`src/rtl/kvaz_sram_port.sv`:
```
// SRAM-side responder for the RAM-disk page mapper: arbitrates paged CPU traffic against
// page-0 video fetches and runs fixed-length strobed accesses to a 512 KB async SRAM.
module kvaz_sram_port #(
    parameter int WAIT_STATES = 2,
    parameter int PAGE_BITS   = 3
) (
    input  logic                    clk,
    input  logic                    reset,
    input  logic                    cpu_req,
    input  logic                    cpu_we,
    input  logic [PAGE_BITS-1:0]    cpu_page,
    input  logic [15:0]             cpu_addr,
    input  logic [7:0]              cpu_wdata,
    output logic                    cpu_ack,
    output logic [7:0]              cpu_rdata,
    input  logic                    vid_req,
    input  logic [15:0]             vid_addr,
    output logic                    vid_ack,
    output logic [7:0]              vid_rdata,
    output logic [PAGE_BITS+15:0]   sram_a,
    input  logic [7:0]              sram_dq_i,
    output logic [7:0]              sram_dq_o,
    output logic                    sram_dq_oe,
    output logic                    sram_ce_n,
    output logic                    sram_oe_n,
    output logic                    sram_we_n
);

    localparam int AW = PAGE_BITS + 16;
    localparam int REQ_CPU = 0;
    localparam int REQ_VID = 1;
    localparam logic [3:0] WAIT_LOAD = 4'(WAIT_STATES - 1);

    typedef enum logic [1:0] {
        ST_IDLE,
        ST_SETUP,
        ST_ACCESS,
        ST_HOLD
    } state_t;

    state_t         state_reg, state_next;
    logic [3:0]     wait_cnt_reg, wait_cnt_next;
    logic           grant_vid_reg, grant_vid_next;
    logic           last_vid_reg, last_vid_next;
    logic           is_write_reg, is_write_next;
    logic [AW-1:0]  addr_reg, addr_next;
    logic [7:0]     wdata_reg, wdata_next;
    logic           ce_n_reg, ce_n_next;
    logic           oe_n_reg, oe_n_next;
    logic           we_n_reg, we_n_next;
    logic           dq_oe_reg, dq_oe_next;
    logic           pick_vid;
    logic           capture;

    // Video wins a tie unless it had the previous grant, so a streaming video
    // requester can delay the CPU by at most one access.
    assign pick_vid = vid_req && (!cpu_req || !last_vid_reg);

    // Read data is taken at the edge that ends the final strobe cycle.
    assign capture = (state_reg == ST_ACCESS) && (wait_cnt_reg == 4'd0) && !is_write_reg;

    always_comb begin
        state_next     = state_reg;
        wait_cnt_next  = wait_cnt_reg;
        grant_vid_next = grant_vid_reg;
        last_vid_next  = last_vid_reg;
        is_write_next  = is_write_reg;
        addr_next      = addr_reg;
        wdata_next     = wdata_reg;

        case (state_reg)
            ST_IDLE: begin
                if (cpu_req || vid_req) begin
                    state_next     = ST_SETUP;
                    grant_vid_next = pick_vid;
                    last_vid_next  = pick_vid;
                    if (pick_vid) begin
                        is_write_next = 1'b0;
                        addr_next     = {{PAGE_BITS{1'b0}}, vid_addr};
                    end else begin
                        is_write_next = cpu_we;
                        addr_next     = {cpu_page, cpu_addr};
                        wdata_next    = cpu_wdata;
                    end
                end
            end
            ST_SETUP: begin
                state_next    = ST_ACCESS;
                wait_cnt_next = WAIT_LOAD;
            end
            ST_ACCESS: begin
                if (wait_cnt_reg == 4'd0) begin
                    state_next = ST_HOLD;
                end else begin
                    wait_cnt_next = wait_cnt_reg - 4'd1;
                end
            end
            ST_HOLD: begin
                state_next = ST_IDLE;
            end
            default: begin
                state_next = ST_IDLE;
            end
        endcase

        // Pin controls are registered from the next state so they are glitch-free
        // and line up exactly with the state they belong to.
        ce_n_next  = (state_next == ST_IDLE);
        oe_n_next  = !(!is_write_next &&
                       ((state_next == ST_SETUP) || (state_next == ST_ACCESS)));
        we_n_next  = !(is_write_next && (state_next == ST_ACCESS));
        dq_oe_next = is_write_next && (state_next != ST_IDLE);
    end

    always_ff @(posedge clk) begin
        if (reset) begin
            state_reg     <= ST_IDLE;
            wait_cnt_reg  <= 4'd0;
            grant_vid_reg <= 1'b0;
            last_vid_reg  <= 1'b0;
            is_write_reg  <= 1'b0;
            addr_reg      <= '0;
            wdata_reg     <= 8'h00;
            ce_n_reg      <= 1'b1;
            oe_n_reg      <= 1'b1;
            we_n_reg      <= 1'b1;
            dq_oe_reg     <= 1'b0;
        end else begin
            state_reg     <= state_next;
            wait_cnt_reg  <= wait_cnt_next;
            grant_vid_reg <= grant_vid_next;
            last_vid_reg  <= last_vid_next;
            is_write_reg  <= is_write_next;
            addr_reg      <= addr_next;
            wdata_reg     <= wdata_next;
            ce_n_reg      <= ce_n_next;
            oe_n_reg      <= oe_n_next;
            we_n_reg      <= we_n_next;
            dq_oe_reg     <= dq_oe_next;
        end
    end

    // Per-requester ack pulse and read-data holding register.
    for (genvar gi = 0; gi < 2; gi++) begin : g_req
        logic       ack_reg, ack_next;
        logic [7:0] rdata_reg, rdata_next;
        logic       is_owner;

        assign is_owner   = (grant_vid_next == 1'(gi));
        assign ack_next   = (state_next == ST_HOLD) && is_owner;
        assign rdata_next = (capture && (grant_vid_reg == 1'(gi))) ? sram_dq_i : rdata_reg;

        always_ff @(posedge clk) begin
            if (reset) begin
                ack_reg   <= 1'b0;
                rdata_reg <= 8'h00;
            end else begin
                ack_reg   <= ack_next;
                rdata_reg <= rdata_next;
            end
        end
    end

    assign cpu_ack    = g_req[REQ_CPU].ack_reg;
    assign cpu_rdata  = g_req[REQ_CPU].rdata_reg;
    assign vid_ack    = g_req[REQ_VID].ack_reg;
    assign vid_rdata  = g_req[REQ_VID].rdata_reg;

    assign sram_a     = addr_reg;
    assign sram_dq_o  = wdata_reg;
    assign sram_dq_oe = dq_oe_reg;
    assign sram_ce_n  = ce_n_reg;
    assign sram_oe_n  = oe_n_reg;
    assign sram_we_n  = we_n_reg;

endmodule

```
`config.mk`:
```
export PLATFORM = sky130hd
export DESIGN_NAME = kvaz_sram_port
export DESIGN_NICKNAME = d
export VERILOG_FILES = /design/src/rtl/kvaz_sram_port.sv
export SDC_FILE = /design/constraint.sdc
export NUM_CORES = 1
export LEC_CHECK = 0
export BUFFER_PORTS_ARGS = -buffer_cell sky130_fd_sc_hd__buf_2
export CAP_MARGIN = 30
export CORE_MARGIN = 5
export CORE_UTILIZATION = 46
export CTS_CLUSTER_DIAMETER = 40
export DETAILED_ROUTE_END_ITERATION = 6
export PLACE_DENSITY = 0.78
export SLEW_MARGIN = 25
export SYNTH_ARGS = -nofsm -noshare
export SYNTH_HDL_FRONTEND = slang
export SYNTH_SLANG_ARGS = --single-unit
```
`constraint.sdc`:
```
create_clock -name clk -period 3.3 [get_ports clk]
set_input_delay 0.165 -clock clk [delete_from_list [all_inputs] [get_ports clk]]
set_output_delay 0.165 -clock clk [all_outputs]
set_load 0.01 [all_outputs]
```
# Yosys cells after proc, flatten, opt, wreduce, memory -nomap -nowiden
# Index checks and enable logic that the tools add are counted.
# totals
mem_bits_ro	0
latchBits	0
ram_bits	0
n_memories	0
ff_bits	58
# op_classes
magnitude_cmp	0
n_reduce_logical	27
add_sub_neg	1
div_mod_pow	0
n_bitwise	3
multipliers	0
muxes	11
shifts	0
eq_ne	7
# ops
operator	n
$mux W19	1
$logic_and A1 B1 Y1	10
$eq A2 B2 Y1 const B	4
$pmux W2 S4	1
$pmux W4 S2	1
$logic_not A1 Y1	6
$mux W1	5
$eq A2 B1 Y1 const B	2
$logic_not A2 Y1	2
$logic_not A4 Y1	1
$mux W2	2
$mux W4	1
$reduce_and A2 Y1	2
$reduce_bool A2 Y1	2
$sub A4 B1 Y4 const B	1
$logic_or A1 B1 Y1	3
$not A1 Y1	3
$reduce_and A3 Y1	1
$ne A2 B2 Y1 const B	1

# Longest topological paths before layout
# logic_depth
word_depth	9
depth_mapped	8
mapped_depth_nobuf	7

# Worst setup path before layout
# OpenSTA, ideal clock, no wires.
# synth_path
path_kind	register -> register
start	reg wait_cnt_reg[0]
end	reg dq_oe_reg (netlist: sram_dq_oe)
synth_period_minus_slack_ns	1.943
required_ns	3.236
t_arrival_ns	1.879
setup_slack_ns	1.357
n_path_buf	1
path_stages_with_launch	9
path_cell_list	dfxtp_1 > inv_1 > ha_1 > or3b_1 > buf_6 > a211o_2 > ha_1 > or2_2 > nor2_1
# synth_via
elab_chain_cells	5
# synth_lines
item	line_no	text
start: declaration	42	logic [3:0] wait_cnt_reg, wait_cnt_next;
start signal: assignment	130	wait_cnt_reg <= wait_cnt_next;
$logic_not A4 Y1	92	if (wait_cnt_reg == 4'd0) begin
$mux W2	92	
$pmux W2 S4	71	case (state_reg)
$reduce_bool A2 Y1	112	dq_oe_next = is_write_next && (state_next != ST_IDLE);
$logic_and A1 B1 Y1	112	
end signal: assignment	139	dq_oe_reg <= dq_oe_next;
end: declaration	51	logic dq_oe_reg, dq_oe_next;
# No other way between the ends.
# A chain may end at the register's enable or synchronous reset.

# Final worst setup path
# Ends and elaborated chain as after synthesis.

==> results.yml <==
sta:
  maxSlewViolCount: 0
  clock_skew_ps: 6.10
  grt_setup_unrepaired: "false"
  max_freq_mhz: 468
  slew_headroom_pct: 37.3
  fin_crit_ps: 2140
  hold_viol: 0
  min_period_over_period_pct: 64.8
  tightest_slew_ps: 940
  setup-violations-final: 0
  setup-tns-final_ps: 0
finish:
  largest_register_ffs: 19
  fin_area_um2: 3170
  fin_cells: 452
  syn_to_final_growth_pct: 30.0
  antenna_cells: 0
  final_nets: 442
  drive_above_1_share_pct: 34.3
synth:
  ys_warn_count: 0
  synth_ff_type: "dfxtp_1"
  synthTopCellsByCount: "dfxtp_1, nand2_1, a21oi_1"
  syn-cell-area_um2: 2440
  synth_largest_area_cell: "dfxtp_1"
  synth_area_leaders: "dfxtp_1, a21oi_1, nand2_1"
  netlist_instances: 280
  synth_fp_nets: 345
  synth_cell_types: 36
  ys_seq_area_share_pct: 47.6
  syn_avg_cell_area_um2: 8.72
  ys_async_sr_fraction_pct: 0
  ys_ff_latch: 58
  synth_edf_count: 0
  synth_top_area_share_pct: 47.6
  synth.most_common_cell: "dfxtp_1"
power:
  p_sw_mw: 0.956
  p_total_mw: 2.61
  vdd_drop_max_v: 0.000457
  swShare_pct: 36.6
  pwr-share-comb_pct: 37.4
  power.density_nw_per_um2: 822
  power.leakage_nw: 1.54
  clock_power_share_pct: 25.3
  p_seq_share_pct: 37.3
  internal_power_mw: 1.65
placement:
  place_congestion: 0.832
  placed_cells: 436
  io_buffers: 104
  post_dp_cell_area_um2: 2970
  hpwl_mm: 4.45
worst_setup_path:
  cp.arrival_ps: 2400
  crit_fanout: 6
  r2r-start: "wait_cnt_reg[0]"
  critPathLaunchType: "flop"
  critical_path_class: "reg -> reg"
  worst-r2r-cell-count: 7
  cp_slowest_stage_delay_ps: 480
  rr_endpoint: "sram_dq_oe"
  endpoint: "sram_dq_oe"
  cpMaxStageDelayCell: "or3b_1"
  cp_cell_sequence: "inv_1 > ha_1 > or3b_1 > a211o_2 > ha_1 > or2_2 > nor2_1"
  cp-startpoint: "wait_cnt_reg[0]"
  cp_data_required_time_ps: 3570
  end_kind: "flop"
  rrSetupSlack_ps: 1160
  critical_path.most_common_cell: "ha_1"
clocking:
  cts_buffer_depth: 2
  htreeDepth: 3
  ctsHoldBuffers: 0
  clkSlewWorstSetupHoldPaths_ps: 60
  post_cts_resize_count: 0
  clock_latency_ps: 330
  cts_tree: "yes"
  post_cts_buffers: 0
  cts_buffers: 9
  ctsRootBufferMaster: "clkbuf_8"
  cts_sinks: 58
floorplanning:
  rows: 26
  coreArea_um2: 5140
  ios: 105
  die_y_um: 82.8
  dieWidth_um: 82.8
  initial_core_util_pct: 47.5
  die_area_um2: 6860
global_route:
  antenna_found_initial: 0
  grt_max_degree: 38
  busiest_layer: "met2"
  first_global_vias: 2258
  grt-ovfl-total: 0
  groute.layer.met3.usage_pct: 7.72
  use_met1_pct: 21.5
  track_usage_pct: 18.0
  grt.met2_usage_pct: 28.3
  grt_pass1_wl_mm: 10.3
detailed_routing:
  drtAntennaViolNets: 0
  drc: 0
  via_count: 2298
  wl_per_cell_um: 13.9
  drt_iter0_markers: 177
  via_per_inst: 5.08
  dr.pass1.iters: 4
  wirelength_mm: 6.28
outcome:
  status: "finished, final reports clean"
job:
  drv_cap: 0
worst_hold_path:
  hold_class: "in -> reg"
-- routing by layer --
metal | wire, µm | share of wire (%)
met5 | 0 | 0
met4 | 68 | 1.1
met3 | 599 | 9.5
met2 | 2890 | 46
met1 | 2720 | 43
-- worst max-delay path: cells and delay by family (launching register included) --
family / cells / cell delay, ps
buffers and inverters: 1 / 120
and+or+nand+nor: 3 / 870
adders and majority gates: 2 / 360
DFF: 1 / 360
AOI/OAI and AO/OA: 1 / 380
-- power by group through the flow --
stage / Combinational [mW] / Clock (mW) / Sequential (mW)
4_1_cts: 0.983 / 0.675 / 0.970
2_1_floorplan: 0.618 / 0 / 1.04
3_3_place_gp: 0.937 / 0 / 0.976
6_report: 0.976 / 0.661 / 0.972
3_5_place_dp: 0.979 / 0 / 0.979
5_1_grt: 1.08 / 0.718 / 0.992
-- final cells by class --
| class | instances | area [µm²] |
|---|---|---|
| clock inverter | 5 | 52.6 |
| multi-input combinational | 193 | 1150 |
| inverter | 9 | 33.8 |
| tap | 70 | 87.6 |
| timing repair buffer | 106 | 539 |
| clock buffer | 11 | 151 |
| sequential | 58 | 1160 |
| fill | 459 | 1970 |
-- kinds of logic (layout without fill, tap and decap cells) --
family / after synthesis / after routing / share of synthesized area, %
AO/OA/AOI/OAI: 78 / 78 / 18.3
adder cells (fa/ha/maj): 9 / 9 / 4.61
buffers and inverters: 29 / 131 / 5.43
flip-flops: 58 / 58 / 47.6
multiplexers: 16 / 16 / 6.56
AND/OR/NAND/NOR: 90 / 90 / 17.5
-- layout by cell type, fill, tap and decap left out, types with 2 or more instances in the layout --
cell	count
a211oi_1	6
nand3b_1	2
o21ai_0	21
nand2_1	46
mux2i_1	16
clkinv_2	3
clkbuf_8	11
buf_2	104
nor3b_1	2
nor2b_1	2
a21oi_1	41
nor2_1	16
dfxtp_1	58
inv_1	8
ha_1	9
nand3_1	14
-- stage by stage --
step / hold WS [ps] / setup WS, ps / utilization [%]
CTS: 60.7 / 1160 / 61.7
global placement: 406 / 1290 / 57.5
detailed placement: 415 / 1210 / 57.8
global route: 57.0 / 1040 / 61.7
floorplan: 283 / 1360 / -
finish: 73.7 / 1160 / 61.7
-- worst min-delay path by stage --
stage                      startpoint  cells after the start   endpoint
after detailed placement  cpu_addr[0]                      3  sram_a[0]
after global placement    cpu_addr[0]                      3  sram_a[0]
final                     cpu_addr[0]                      3  sram_a[0]
after global routing      cpu_addr[0]                      3  sram_a[0]
after CTS                 cpu_addr[2]                      3  sram_a[2]
after floorplan                 reset                      1  sram_ce_n
No activity file was read; power rests on OpenSTA's default activity.
